[src/rtl/uart_tx_fifo.sv]
`default_nettype none
// ============================================================================
//  Module      : uart_tx_fifo
//  Description : CPU-to-UART output buffer. Decodes byte writes to the putchar
//                (0x30000) and program-stop (0x30004) addresses, queues them in
//                a show-ahead FIFO, drains it over a valid/ready handshake and
//                returns registered back-pressure to the CPU.
//  Revision    : 1.0  initial release
// ============================================================================
module uart_tx_fifo #(
  parameter int DEPTH_LOG2  = 4,
  parameter int FULL_MARGIN = 2
) (
  input  logic        clk_in,
  input  logic        rst_in,
  input  logic        rdy_in,
  input  logic [31:0] mem_a,
  input  logic [7:0]  mem_dout,
  input  logic        mem_wr,
  output logic        io_buffer_full,
  output logic [7:0]  tx_data,
  output logic        tx_valid,
  input  logic        tx_ready,
  output logic        prog_done,
  output logic        overflow
);

  localparam int                  c_depth     = 2 ** DEPTH_LOG2;
  localparam logic [DEPTH_LOG2:0] c_depth_cnt = (DEPTH_LOG2 + 1)'(c_depth);
  localparam logic [DEPTH_LOG2:0] c_margin    = (DEPTH_LOG2 + 1)'(FULL_MARGIN);
  localparam logic [DEPTH_LOG2:0] c_cnt_one   = (DEPTH_LOG2 + 1)'(1);
  localparam logic [DEPTH_LOG2-1:0] c_ptr_one = DEPTH_LOG2'(1);

  // Storage: data bytes plus a per-entry marker identifying the stop byte
  logic [7:0] mem_q [c_depth];
  logic       tag_q [c_depth];

  logic [DEPTH_LOG2-1:0] wr_ptr_q, wr_ptr_d;
  logic [DEPTH_LOG2-1:0] rd_ptr_q, rd_ptr_d;
  logic [DEPTH_LOG2:0]   count_q, count_d;
  logic                  halted_q, halted_d;
  logic                  io_full_q, io_full_d;
  logic                  prog_done_q, prog_done_d;
  logic                  overflow_q, overflow_d;

  logic                  w_io_hit;
  logic                  w_put;
  logic                  w_stop;
  logic                  w_push;
  logic                  w_full;
  logic                  w_push_ok;
  logic                  w_pop;
  logic [7:0]            w_wr_data;
  logic [DEPTH_LOG2:0]   w_free_next;

  // Only bits 17:16 and 2 of the address take part in the I/O decode
  logic unused_addr_bits;
  assign unused_addr_bits = ^{mem_a[31:18], mem_a[15:3], mem_a[1:0]};

  // Bus decode and FIFO handshake qualifiers
  always_comb begin
    w_io_hit  = mem_wr & rdy_in & (mem_a[17:16] == 2'b11);
    w_put     = w_io_hit & ~mem_a[2] & (mem_dout != 8'h00);
    w_stop    = w_io_hit & mem_a[2];
    w_push    = (w_put | w_stop) & ~halted_q;
    w_full    = (count_q == c_depth_cnt);
    // A pop in the same cycle never frees room for a push into a full FIFO
    w_push_ok = w_push & ~w_full;
    w_pop     = tx_valid & tx_ready;
    // The stop marker is always queued as a zero byte
    w_wr_data = w_stop ? 8'h00 : mem_dout;
  end

  // Next-state computation for pointers, occupancy and sticky flags
  always_comb begin
    wr_ptr_d    = wr_ptr_q;
    rd_ptr_d    = rd_ptr_q;
    count_d     = count_q;
    halted_d    = halted_q;
    overflow_d  = overflow_q | (w_push & w_full);
    prog_done_d = prog_done_q | (w_pop & tag_q[rd_ptr_q]);

    if (w_push_ok) begin
      wr_ptr_d = wr_ptr_q + c_ptr_one;
      // A stop that was dropped for lack of room does not halt the bus side
      halted_d = halted_q | w_stop;
    end
    if (w_pop) begin
      rd_ptr_d = rd_ptr_q + c_ptr_one;
    end

    case ({w_push_ok, w_pop})
      2'b10:   count_d = count_q + c_cnt_one;
      2'b01:   count_d = count_q - c_cnt_one;
      default: count_d = count_q;
    endcase

    // Registered back-pressure looks at next occupancy; the margin covers
    // writes the CPU already has in flight during the one-cycle latency
    w_free_next = c_depth_cnt - count_d;
    io_full_d   = (w_free_next <= c_margin);
  end

  // Control registers with synchronous reset
  always_ff @(posedge clk_in) begin
    if (rst_in) begin
      wr_ptr_q    <= '0;
      rd_ptr_q    <= '0;
      count_q     <= '0;
      halted_q    <= 1'b0;
      io_full_q   <= 1'b0;
      prog_done_q <= 1'b0;
      overflow_q  <= 1'b0;
    end else begin
      wr_ptr_q    <= wr_ptr_d;
      rd_ptr_q    <= rd_ptr_d;
      count_q     <= count_d;
      halted_q    <= halted_d;
      io_full_q   <= io_full_d;
      prog_done_q <= prog_done_d;
      overflow_q  <= overflow_d;
    end
  end

  // Entry write; contents need no reset since count gates visibility
  always_ff @(posedge clk_in) begin
    if (!rst_in && w_push_ok) begin
      mem_q[wr_ptr_q] <= w_wr_data;
      tag_q[wr_ptr_q] <= w_stop;
    end
  end

  assign tx_valid       = (count_q != '0);
  assign tx_data        = mem_q[rd_ptr_q];
  assign io_buffer_full = io_full_q;
  assign prog_done      = prog_done_q;
  assign overflow       = overflow_q;

endmodule
`default_nettype wire

[config.mk]
export PLATFORM = sky130hd
export DESIGN_NAME = uart_tx_fifo
export DESIGN_NICKNAME = d
export VERILOG_FILES = /design/src/rtl/uart_tx_fifo.sv
export SDC_FILE = /design/constraint.sdc
export NUM_CORES = 1
export LEC_CHECK = 0
export ABC_AREA = 0
export CAP_MARGIN = 20
export CORE_MARGIN = 5
export CORE_UTILIZATION = 52
export CTS_CLUSTER_SIZE = 20
export DETAILED_ROUTE_END_ITERATION = 12
export GPL_TIMING_DRIVEN = 1
export PLACE_DENSITY = 0.8
export SLEW_MARGIN = 20
export SYNTH_ARGS = -nofsm -noshare
export SYNTH_HDL_FRONTEND = slang
export SYNTH_SLANG_ARGS = --single-unit
[constraint.sdc]
create_clock -name clk_in -period 3.7 [get_ports clk_in]
set_input_delay 1.11 -clock clk_in [delete_from_list [all_inputs] [get_ports clk_in]]
set_output_delay 1.11 -clock clk_in [all_outputs]
set_load 0.005 [all_outputs]
; Word level (Yosys, flattened, before mapping)
; Memory sizes are Yosys's and may differ from the RTL's. A register that Yosys moved wholly into a read port is not among the register bits.
; Cells that the tools add are included.
[op_classes]
add_sub_neg = 5
order_cmp = 1
eq_ne = 4
muxes = 8
bitwise = 17
n_reduce_logical = 4
[ops]
columns = operator, count
row1 = 2-to-1 mux 4 bit, 4
row2 = AND 1 bit, 10
row3 = one-hot mux 5 bit (2 select lines), 1
row4 = adder 4 x 1 -> 4 bit (second input constant), 2
row5 = 2-to-1 mux 8 bit, 1
row6 = nonzero test 8 bit, 1
row7 = adder 5 x 1 -> 5 bit (second input constant), 1
row8 = == test 5 bit (second input constant), 1
row9 = less-or-equal comparator 5 x 2 -> 1 bit (second input constant), 1
row10 = nonzero test 5 bit, 1
row11 = subtractor 5 x 1 -> 5 bit (second input constant), 1
row12 = subtractor 5 bit (first input constant), 1
row13 = == test 2 bit (second input constant), 2
row14 = bitwise OR 1 bit, 4
row15 = inverter 1 bit, 3
row16 = == test 2 x 1 -> 1 bit (second input constant), 1
row17 = 2-to-1 mux 1 bit, 2
row18 = logical AND 1 bit, 1
row19 = logical NOT 1 bit, 1
[word_totals]
reg_bits = 17
ramBits = 144
in_bits = 45
out_inout_bits = 12
wordCells = 48
memories = 2
[mem_list]
columns = name, words, width, rd, rd_clocked_by_memory_dff, wr, line
row1 = mem_q, 16, 8, 1, 1, 1, 35  ; logic [7:0] mem_q [c_depth];
row2 = tag_q, 16, 1, 1, 1, 1, 36  ; logic tag_q [c_depth];

; Logic depth before layout (Yosys ltp)
; Gate-level depths: netlist of run 1.
[depth]
ltp_word = 11
ltp_mapped = 14
ltp_nobuf = 13

; Worst setup path before layout of run 1
; OpenSTA, ideal clock, no wires.
[synth_timing]
kind = input-to-reg
from = input mem_dout[2]
to = register io_full_q, in the netlist io_buffer_full
setup_time_ns = 0.074
t_arrival_ns = 3.604
required_ns = 3.626
setup_slack_ns = 0.021
stages = 13
n_path_buf = 1
path_cell_list = nor4_1 -> nand3_1 -> nand3_1 -> buf_2 -> ha_1 -> inv_1 -> fa_1 -> nor2_1 -> a21oi_1 -> ha_1 -> nand2_1 -> a2111o_1 -> a31oi_1
[synth_via]
elab_chain_cells = 9
word_cells_on_any_way = 10
cone_classes = 1 x add/sub / 1 x order compare / 2 x eq/ne / 1 x mux / 4 x bitwise / 1 x reduce/logical
[synth_lines]
columns = item, line
row1 = from (decl), 18  ; input logic [7:0] mem_dout,
row2 = nonzero test 8 bit *, 63  ; w_put = w_io_hit & ~mem_a[2] & (mem_dout != 8'h00);
row3 = AND 1 bit *, 63
row4 = bitwise OR 1 bit *, 65  ; w_push = (w_put | w_stop) & ~halted_q;
row5 = AND 1 bit *, 65
row6 = AND 1 bit *, 68  ; w_push_ok = w_push & ~w_full;
row7 = == test 2 x 1 -> 1 bit / == test 2 bit (equally long branches), 92  ; case ({w_push_ok, w_pop})
row8 = one-hot mux 5 bit (2 select lines) *, 92
row9 = subtractor 5 bit *, 100  ; w_free_next = c_depth_cnt - count_d;
row10 = less-or-equal comparator 5 x 2 -> 1 bit *, 101  ; io_full_d = (w_free_next <= c_margin);
row11 = to (signal assigned), 119  ; io_full_q <= io_full_d;
row12 = to (decl), 42  ; logic io_full_q, io_full_d;
; Every way passes the cells marked *; elsewhere a longest branch is shown, timed or not.
; A chain may end at the register's enable or synchronous reset.

==> results of run 1 <==
## cell usage after synthesis, drive strengths merged, types with 2 or more instances
library cell    n
xor2            3
nor2b           3
edfxtp        144
mux4           44
a21oi           5
nor4            2
or3             3
nor3b           2
mux2i           6
nor4b           2
nor3            7
a31oi           2
dfxtp          21
buf            10
nand4           5
nand3           3
xnor2           4
inv            10
ha             11
or3b            2
clkbuf          4
and2            8
nand2b          4
nand2           9
nor2           31
## cells in the final DEF, fill, tap and decap left out, drive strengths merged, types with 4 or more instances in the layout
| cell type | instances |
|---|---|
| inv | 10 |
| mux4 | 44 |
| clkbuf | 19 |
| nor3 | 7 |
| nor2 | 31 |
| nand2b | 4 |
| edfxtp | 144 |
| dlygate4sd2 | 5 |
| xnor2 | 4 |
| clkinv | 8 |
| nand4 | 5 |
| mux2i | 6 |
| nand2 | 9 |
| buf | 43 |
| a21oi | 5 |
| clkdlybuf4s50 | 21 |
| and2 | 8 |
| ha | 11 |
| dfxtp | 21 |
## path summary, 6_finish.rpt
kind              startpoint             end  depth (start not counted)
setup / recovery   flip-flop      tx_data[5]                          5
hold / removal      halted_q        halted_q                          1
setup reg to reg  count_q[1]  io_buffer_full                         11
hold reg to reg     halted_q        halted_q                          1
## what timing repair did
| item | CTS | global route |
|---|---|---|
| gates cloned | 2 | 0 |
| gates resized for setup | 19 | 6 |
| hold buffers | 0 | 0 |
| setup endpoints to repair | 8 | 4 |
| pin swaps | 0 | 0 |
| endpoints found under the hold margin | 0 | 0 |
| buffers inserted | 4 | 0 |
## power by group
part | switching [W] | internal [W]
clock | 0.000663 | 0.00104
combinational | 0.000457 | 0.000594
sequential | 0.0000403 | 0.00205
total | 0.00116 | 0.00369
## metrics by stage
step                power [W]  setup TNS (ns)  std cells  cell area (um2)  util (%)
detailed placement    0.00304          -0.502        584             7540      59.0
global placement      0.00300          -0.292        584             7540      59.0
CTS                   0.00490               0        621             8180      64.0
global route          0.00505         -0.0591        620             8150      63.8
floorplan             0.00275               0        361             6840         -
finish                0.00485               0        620             8150      63.8
## cell type report
class | count | area, um2
timing repair buffer | 70 | 659
clock inverter | 12 | 138
fill | 846 | 4620
inverter | 10 | 37.5
clock buffer | 19 | 433
sequential | 165 | 4750
multi-input combinational | 172 | 1920
tap | 172 | 215
## registers in the layout, indices dropped and copies added (netlist names), named ones only
| signal | flops |
|---|---|
| count_q | 5 |
| halted_q | 1 |
| io_buffer_full | 1 |
| mem_q | 128 |
| overflow | 1 |
| prog_done | 1 |
| rd_ptr_q | 4 |
| tag_q | 16 |
| wr_ptr_q | 4 |
## critical path, cell delays in order, from the launching register on
cell	delay, ns
dfxtp_4	0.40
buf_12	0.12
buf_16	0.14
mux4_2	0.52
mux4_2	0.46
clkdlybuf4s50_1	0.46
## layer usage
layer | routed length, um | vias to the layer above
li1 | - | 1612
met1 | 5930 | 1825
met2 | 7290 | 160
met3 | 982 | 26
met4 | 403 | 2
met5 | 19 | -
## cells by family after synthesis
kind of cell	count (synthesis)
DFF	165
and+or+nand+nor	84
muxes	50
buffers and inverters	24
AOI/OAI and AO/OA	19
adders and majority gates	12
xor gates and xnor gates	7
==> summary.md, run 1 <==
| Metric | Value |
|---|---|
| Pin count of the biggest net entering global routing | `37` |
| Max-Cap Viols | `0` |
| Worst slew pin tran | `0.731 ns` |
| Syn. warnings | `0` |
| Worst hold slack | `~0.50 ns` |
| Top FF cell, synth | `edfxtp_1` |
| Worst skew pair latency | `0.42 ns` |
| Starting DRT DRC Count | `331` |
| DRT Pass-1 Iters | `5` |
| GPL Wtd Cong | `0.765` |
| Proportion of synthesized area in mux cells | `17.1%` |
| Worst Path Class, Setup | `flip-flop to output pin` |
| Detailed-route DRC error count | `0` |
| Slew headroom | `51.2%` |
| Layout Nets | `493` |
| Ranking of synthesized cells by area | `edfxtp_1 63%, mux4_1 12%, dfxtp_1 6.2%, mux4_2 4.3%, ha_1 2.0%` |
| Post-DP HPWL | `between 8000 and 9000 um` |
| Starting density of the core | `approximately 54%` |
| Main combinational cell family by area after synthesis | `multiplexers` |
| Busiest grt layer | `met2` |
| Post-synthesis net count | `418` |
| Post-synth top area share | `63.3%` |
| Reg2reg setup slack | `0.73 ns` |
| Core footprint | `12,800 um2` |
| First-pass GRT wire length | `22,700 um` |
| Vias in the first global route | `roughly 3,800` |
| # clock sinks | `165` |
| Synth unique cells | `between 40 and 50` |
| Status | `finished, final reports clean` |
| Max clock buf depth | `2` |
| Post-Synthesis Cells | `361` |
| Width of the die | `125 um` |
| Final WS setup | `about 0.083 ns` |
| Max-slew violations | `0` |
| Num CTS Buffers | `17` |
| Final hold vios | `0` |
| Setup crit start kind | `flip-flop` |
| Clk slew on worst S/H paths | `about 0.06 ns` |
| Pre-CTS WS | `-0.365 ns` |
| Total Wirelength | `between 10,000 and 15,000 um` |
| Initial antenna violation count | `1` |
| CTS tree | `done` |
| RSZ-0062 raised after global routing | `yes` |
| # setup viols final | `0` |
| IR Drop Worst-Case VDD | `0.000354 V` |
| Mean Syn Cell Area | `~19 um2` |
| Share of cells above drive strength 1 | `23.0%` |
| Pwr Density | `about 600 nW/um2` |
| XOR/XNOR Fraction of Synth Area | `0.897%` |
| Post-route minimum period | `3.62 ns` |
| DR vias | `3,625` |
| Fmax | `277 MHz` |
| Crit path DAT | `2.51 ns` |
| Cell taking the most area after synthesis | `edfxtp_1` |
| Async set-or-reset flop fraction in the synthesized netlist | `0%` |
| Die height | `around 120 um` |
| Vias/cell | `5.85` |
| Wirelength per Cell | `approximately 24 um` |
| Area delta synth->final | `19.2%` |
| Post-Synth Simple-Gate Area | `about 6.3%` |
| Critical Path End Type | `output pin` |
| Rows | `41` |
| Mapped Area | `6840 um2` |
| Root buf cell | `clkbuf_16` |
| Sequential element share of the synthesized area | `69.4%` |
| Pleak | `2.75 nW` |
| Worst EP required | `2.59 ns` |
| Routed Antenna Nets | `0` |
| H-Tree Depth | `4` |
| EDFF count, synth | `144` |
| # diodes | `0` |
| Hold Crit Class | `flip-flop to flip-flop` |
| Gr usage total | `19.7%` |
| Setup Skew | `about 0.005 ns` |
| Final Cycle Share | `97.7%` |
| IO Count | `57` |
| Yosys reg bits | `165` |
| Synth Area in Compound Gates | `2.07%` |
| Port buffer count | `27` |
| Adder-Cell Fraction of Synth Area | `2.31%` |
| Met3 Resource Use GR | `roughly 4.9%` |
| GRT met1 Usage | `about 26%` |
| Crit Path Max Fanout | `9` |
| Total gr overflow | `0` |
| Met2 usage | `32.4%` |
| Die area | `15,500 um2` |
Power figures use the tool's default switching activity.
==> run 2, diff against run 1 <==
--- a/config.mk
+++ b/config.mk
@@ -7,12 +7,14 @@
 export LEC_CHECK = 0
 export ABC_AREA = 0
 export CAP_MARGIN = 20
+export CORE_ASPECT_RATIO = 0.9
 export CORE_MARGIN = 5
-export CORE_UTILIZATION = 52
+export CORE_UTILIZATION = 57
 export CTS_CLUSTER_SIZE = 20
 export DETAILED_ROUTE_END_ITERATION = 12
+export DONT_BUFFER_PORTS = 1
 export GPL_TIMING_DRIVEN = 1
-export PLACE_DENSITY = 0.8
+export PLACE_DENSITY = 0.79
 export SLEW_MARGIN = 20
 export SYNTH_ARGS = -nofsm -noshare
 export SYNTH_HDL_FRONTEND = slang
==> summary.md, run 2 (synthesis results as in run 1) <==
| Metric | Value |
|---|---|
| Status | `finished, final reports clean` |
| Core footprint | `11,900 um2` |
| Largest regs | `mem_q (128), tag_q (16), count_q (5)` |
| Max-slew violations | `0` |
| Root buf cell | `clkbuf_16` |
| Pin count of the biggest net entering global routing | `37` |
| Starting density of the core | `roughly 58%` |
| Most common cell after layout, fill and taps aside | `edfxtp_1` |
| Total gr overflow | `0` |
| # setup viols final | `0` |
| Die area | `14,300 um2` |
| IO Count | `57` |
| Max clock buf depth | `2` |
| Post-route cell area | `between 7000 and 8000 um2` |
| Worst slew pin tran | `0.702 ns` |
| Final hold vios | `0` |
| Cells after DPL | `534` |
| Slew headroom | `53.1%` |
| Layout Utilization | `65.3%` |
| Critical Path End Type | `flip-flop` |
| H-Tree Depth | `4` |
| Initial antenna violation count | `0` |
| CTS tree | `done` |
| Die height | `114 um` |
| CP max stage delay | `0.42 ns` |
| Max FFs per register | `128` |
| Hold Crit Class | `flip-flop to flip-flop` |
| Worst skew pair latency | `between 0.4 and 0.5 ns` |
| GPL Wtd Cong | `0.851` |
| Post-CTS Repair Setup Buffers | `0` |
| Total power | `roughly 0.0046 W` |
| Crit path DAT | `3.68 ns` |
| First-pass GRT wire length | `between 15,000 and 20,000 um` |
| Setup crit start kind | `input pin` |
| Post-route minimum period | `about 3.3 ns` |
| Setup Skew | `0.0137 ns` |
| Pwr Density | `about 600 nW/um2` |
| RSZ-0062 raised after global routing | `no` |
| Post-DP HPWL | `7950 um` |
| Port buffer count | `0` |
| Area after DPL | `a little over 7000 um2` |
| Slowest stage cell, crit path | `a2111o_1` |
| Fin Setup TNS | `0 ns` |
| Share of cells above drive strength 1 | `between 10% and 20%` |
| Fmax | `~300 MHz` |
| Max-Cap Viols | `0` |
| Clk slew on worst S/H paths | `~0.060 ns` |
| Vias/cell | `about 6.0` |
| Post-cts resize count | `0` |
| # clock sinks | `between 150 and 200` |
| Worst Path Class, Setup | `input pin to flip-flop` |
| Starting DRT DRC Count | `~370` |
| Final Cycle Share | `89.9%` |
| # diodes | `0` |
| Commonest non-fill, non-tap cells in the layout | `144 x edfxtp_1, 31 x nor2_1, 31 x mux4_1, 26 x buf_4, 20 x dfxtp_1` |
| Biggest register | `mem_q` |
| Worst EP required | `4.06 ns` |
| Gr usage total | `between 10% and 20%` |
| Vias in the first global route | `3,540` |
| Detailed-route DRC error count | `0` |
| Rows | `38` |
| Width of the die | `around 130 um` |
| Total Wirelength | `approximately 13,000 um` |
| Area delta synth->final | `13.5%` |
| Wirelength per Cell | `22.3 um` |
| Finished Layout Cells | `roughly 570` |
| CP dominant cell by count | `nand3_1` |
| Num CTS Buffers | `17` |
| Pleak | `2.58 nW` |
| Worst path cell trace | `nor4_1 -> buf_4 -> nand3_1 -> nand3_1 -> ha_1 -> inv_1 -> fa_1 -> nor2b_1 -> o22ai_1 -> mux2i_1 -> a2111o_1 -> a31oi_1` |
| Layout Nets | `450` |
| DRT Pass-1 Iters | `5` |
| DR vias | `3,363` |
| IR Drop Worst-Case VDD | `0.000415 V` |
| Routed Antenna Nets | `0` |
| CTS Hold Bufs | `0` |
| Crit Path Max Fanout | `3` |
-- run 2: cell count changes in the layout (fill, tap and decap cells not counted), moves of 4 or more --
cell,delta
inv_6,+4
mux4_1,+14
clkdlybuf4s50_1,-21
dlygate4sd2_1,-5
mux4_2,-14
buf_4,-12
-- run 2: cell type report --
class                   count  area, um2
clock buffers              17        425
clock inverters            14        175
fillers                   785       4130
inverters                  10       37.5
multi-input cells         172       1960
flip-flops and latches    165       4750
well taps                 160        200
repair buffers             27        215
-- run 2: worst paths after layout --
kind / from / to / slack, ns / cells past startpoint
worst min register to register: halted_q / halted_q / 0.47 / 1
worst max register to register: count_q[1] / io_buffer_full / 0.75 / 11
worst max-delay path: mem_dout[2] / io_buffer_full / 0.37 / 12
worst min-delay path: halted_q / halted_q / 0.47 / 1
-- run 2: per-stage QoR --
step | hold slack, ns | worst slack, ns
2_1_floorplan | 0.450 | 0.0215
3_3_place_gp | 0.455 | 0.107
3_5_place_dp | 0.461 | 0.0197
4_1_cts | 0.475 | 0.339
5_1_grt | 0.516 | 0.209
6_report | 0.474 | 0.373
-- run 2: power breakdown --
group	switching (W)	leakage (nW)	total [W]	internal, W
Sequential	0.0000299	1.46	0.00208	0.00205
Combinational	0.000375	0.834	0.000774	0.000399
Clock	0.000713	0.287	0.00178	0.00106
Total	0.00112	2.58	0.00463	0.00352
-- run 2: critical path: cells and delay by family --
| kind | cells | cell delay, ns |
|---|---|---|
| AND/OR/NAND/NOR | 4 | 0.85 |
| AO/OA/AOI/OAI | 3 | 0.72 |
| adder cells (fa/ha/maj) | 2 | 0.59 |
| buffers and inverters | 2 | 0.25 |
| multiplexers | 1 | 0.16 |
-- run 2: routing by layer --
| layer | wire (um) | share of wire, % | vias up | GRT usage [%] |
|---|---|---|---|---|
| met4 | 249 | 2.0 | 0 | 7.23 |
| li1 | - | - | 1533 | - |
| met5 | 0 | 0 | - | 0 |
| met1 | 5250 | 42 | 1716 | 24.0 |
| met3 | 573 | 4.5 | 17 | 5.20 |
| met2 | 6550 | 52 | 97 | 31.2 |
==> run 3, diff against run 2 <==
--- a/config.mk
+++ b/config.mk
@@ -9,13 +9,13 @@
 export CAP_MARGIN = 20
 export CORE_ASPECT_RATIO = 0.9
 export CORE_MARGIN = 5
-export CORE_UTILIZATION = 57
+export CORE_UTILIZATION = 68
 export CTS_CLUSTER_SIZE = 20
 export DETAILED_ROUTE_END_ITERATION = 12
 export DONT_BUFFER_PORTS = 1
 export GPL_TIMING_DRIVEN = 1
-export PLACE_DENSITY = 0.79
-export SLEW_MARGIN = 20
+export PLACE_DENSITY = 0.88
 export SYNTH_ARGS = -nofsm -noshare
 export SYNTH_HDL_FRONTEND = slang
 export SYNTH_SLANG_ARGS = --single-unit
+export TNS_END_PERCENT = 1
==> constraint.sdc (replaced) <==
create_clock -name clk_in -period 4 [get_ports clk_in]
set_input_delay 1.2 -clock clk_in [delete_from_list [all_inputs] [get_ports clk_in]]
set_output_delay 1.2 -clock clk_in [all_outputs]
set_load 0.005 [all_outputs]
==> summary.md, run 3 (synthesis results as in run 1) <==
| Metric | Value |
|---|---|
| RSZ-0062 raised after global routing | `no` |
| Port buffer count | `0` |
| # diodes | `0` |
| Worst EP required | `between 2 and 3 ns` |
| # setup viols final | `0` |
| Pleak | `2.57 nW` |
| WHS Endpoint | `halted_q` |
| Biggest register | `mem_q` |
| GPL Wtd Cong | `approximately 0.8` |
| Area after DPL | `between 7000 and 8000 um2` |
| Post-cts resize count | `0` |
| Initial antenna violation count | `2` |
| Max clock buf depth | `2` |
| # clock sinks | `165` |
| Final hold vios | `0` |
| Reg2reg setup slack | `0.88 ns` |
| Share of cells above drive strength 1 | `18.3%` |
| Final WS setup | `roughly 0.36 ns` |
| Pin count of the biggest net entering global routing | `37` |
| Post-route minimum period | `roughly 3.6 ns` |
| Status | `finished, final reports clean` |
| Area of the multi-input gates | `roughly 2000 um2` |
| Crit Path Max Fanout | `36` |
| Width of the die | `116 um` |
| Worst Reg2Reg Path Length in Cells | `10` |
| DRT Pass-1 Iters | `6` |
| First-pass GRT wire length | `23,400 um` |
| Core footprint | `9740 um2` |
| Fin Setup TNS | `0 ns` |
| Detailed-route DRC error count | `0` |
| Switching Share | `26.6%` |
| Wirelength per Cell | `approximately 30 um` |
| Slew headroom | `47.5%` |
| Vias in the first global route | `3,644` |
| Slowest stage cell, crit path | `mux4_1` |
| Most common cell after layout, fill and taps aside | `edfxtp_1` |
| CTS tree | `done` |
| Root buf cell | `clkbuf_8` |
| M1 WL | `6090 um` |
| Switch Pwr | `0.00113 W` |
| Setup crit start kind | `flip-flop` |
| Routed Antenna Nets | `0` |
| IO Count | `57` |
| Final Cycle Share | `91.1%` |
| Num CTS Buffers | `17` |
| Commonest non-fill, non-tap cells in the layout | `144 x edfxtp_1, 31 x nor2_1, 31 x mux4_1, 24 x buf_4, 20 x dfxtp_1` |
| Setup Skew | `0.0104 ns` |
| Pre-CTS WS | `0.153 ns` |
| CTS Hold Bufs | `0` |
| Clock power share | `a little under two fifths` |
| Largest regs | `mem_q (128), tag_q (16), count_q (5)` |
| Hold Startpoint | `halted_q` |
| CP max stage delay | `0.76 ns` |
| Vias/cell | `approximately 7` |
| Critical Path End Type | `output pin` |
| Die height | `105 um` |
| Die area | `about 12,000 um2` |
| Combinational share of power | `17.4%` |
| H-Tree Depth | `4` |
| FILL cells | `476` |
| Post-DP HPWL | `8670 um` |
| Post-route cell area | `roughly 7700 um2` |
| Worst Path Class, Setup | `flip-flop to output pin` |
| Rows | `34` |
| Starting density of the core | `70.2%` |
| Clk slew on worst S/H paths | `about 0.070 ns` |
| Fmax | `275 MHz` |
| Layout Nets | `448` |
| Top Metal Used | `met5` |
| FF+latch area | `4750 um2` |
| Metal2 WL | `7610 um` |
| Met3 Wirelength | `1650 um` |
| Gr usage total | `between 20% and 30%` |
| Hold Crit Class | `flip-flop to flip-flop` |
| Cell Int Power | `0.00312 W` |
| Worst r2r src | `count_q[1]` |
| Worst path cell trace | `buf_12 -> mux4_1 -> mux4_2` |
| Max-slew violations | `0` |
| IR Drop Worst-Case VDD | `roughly 0.00034 V` |
| Post-CTS Repair Setup Buffers | `0` |
| Crit Reg-Reg Endpoint | `io_buffer_full` |
| Worst skew pair latency | `approximately 0.53 ns` |
| Max-Cap Viols | `0` |
| Pwr Density | `roughly 550 nW/um2` |
| Total gr overflow | `0` |
| Starting DRT DRC Count | `485` |
| Total Wirelength | `15,800 um` |
| Area delta synth->final | `12.3%` |
| WHS Path Cells | `1` |
| Crit path DAT | `2.44 ns` |
| Seq pwr share | `45.2%` |
| DR vias | `around 3,700` |
| Worst slew pin tran | `~0.8 ns` |
| Max FFs per register | `128` |
## run 3: changes by cell type in the layout (fill, tap and decap cells not counted), sizes merged
cell / previous run / this run
clkbuf: 17 / 18
inv: 14 / 20
buf: 27 / 25
clkinv: 4 / 0
bufinv: 3 / 1
## run 3: metal layers
metal / up-vias / global-route usage [%]
li1: 1534 / -
met1: 1842 / 39.7
met2: 275 / 42.2
met3: 43 / 7.80
met4: 4 / 9.28
met5: - / 0
## run 3: final cells by class
class / instances / area share, %
tap: 126 / 2.05
inverter: 10 / 0.489
timing repair buffer: 25 / 2.61
multi-input combinational: 172 / 25.5
clock buffer: 18 / 5.45
sequential: 165 / 61.8
clock inverter: 14 / 2.02
## run 3: how the worst max path moves through the flow
stage / endpoint / slack, ns / start / cells after the start
5_1_grt: tx_data[1] / 0.30 / flip-flop / 3
3_5_place_dp: io_buffer_full / 0.15 / mem_dout[2] / 12
6_report: tx_data[1] / 0.36 / flip-flop / 3
4_1_cts: tx_data[1] / 0.37 / flip-flop / 3
2_1_floorplan: io_buffer_full / 0.23 / mem_dout[2] / 13
3_3_place_gp: io_buffer_full / 0.22 / mem_dout[2] / 12
## run 3: critical path, delay by kind of cell (launching register included)
family                 cells  cell delay [ns]
multiplexers               2             1.29
flip-flops                 1             0.34
buffers and inverters      1             0.25
## run 3: metrics by stage
stage | total power [W] | hold slack [ns] | util (%) | instances
6_report | 0.00425 | 0.477 | 78.8 | 530
4_1_cts | 0.00426 | 0.483 | 78.8 | 530
5_1_grt | 0.00440 | 0.527 | 78.8 | 530
3_3_place_gp | 0.00263 | 0.456 | 72.9 | 498
2_1_floorplan | 0.00254 | 0.450 | - | 361
3_5_place_dp | 0.00268 | 0.467 | 72.9 | 498
## run 3: power groups by stage
stage | clock, W | sequential [W] | combinational [W]
after global routing | 0.00169 | 0.00193 | 0.000788
after CTS | 0.00160 | 0.00192 | 0.000738
after global placement | 0 | 0.00196 | 0.000675
final | 0.00159 | 0.00192 | 0.000738
after floorplan | 0 | 0.00195 | 0.000589
after detailed placement | 0 | 0.00196 | 0.000716
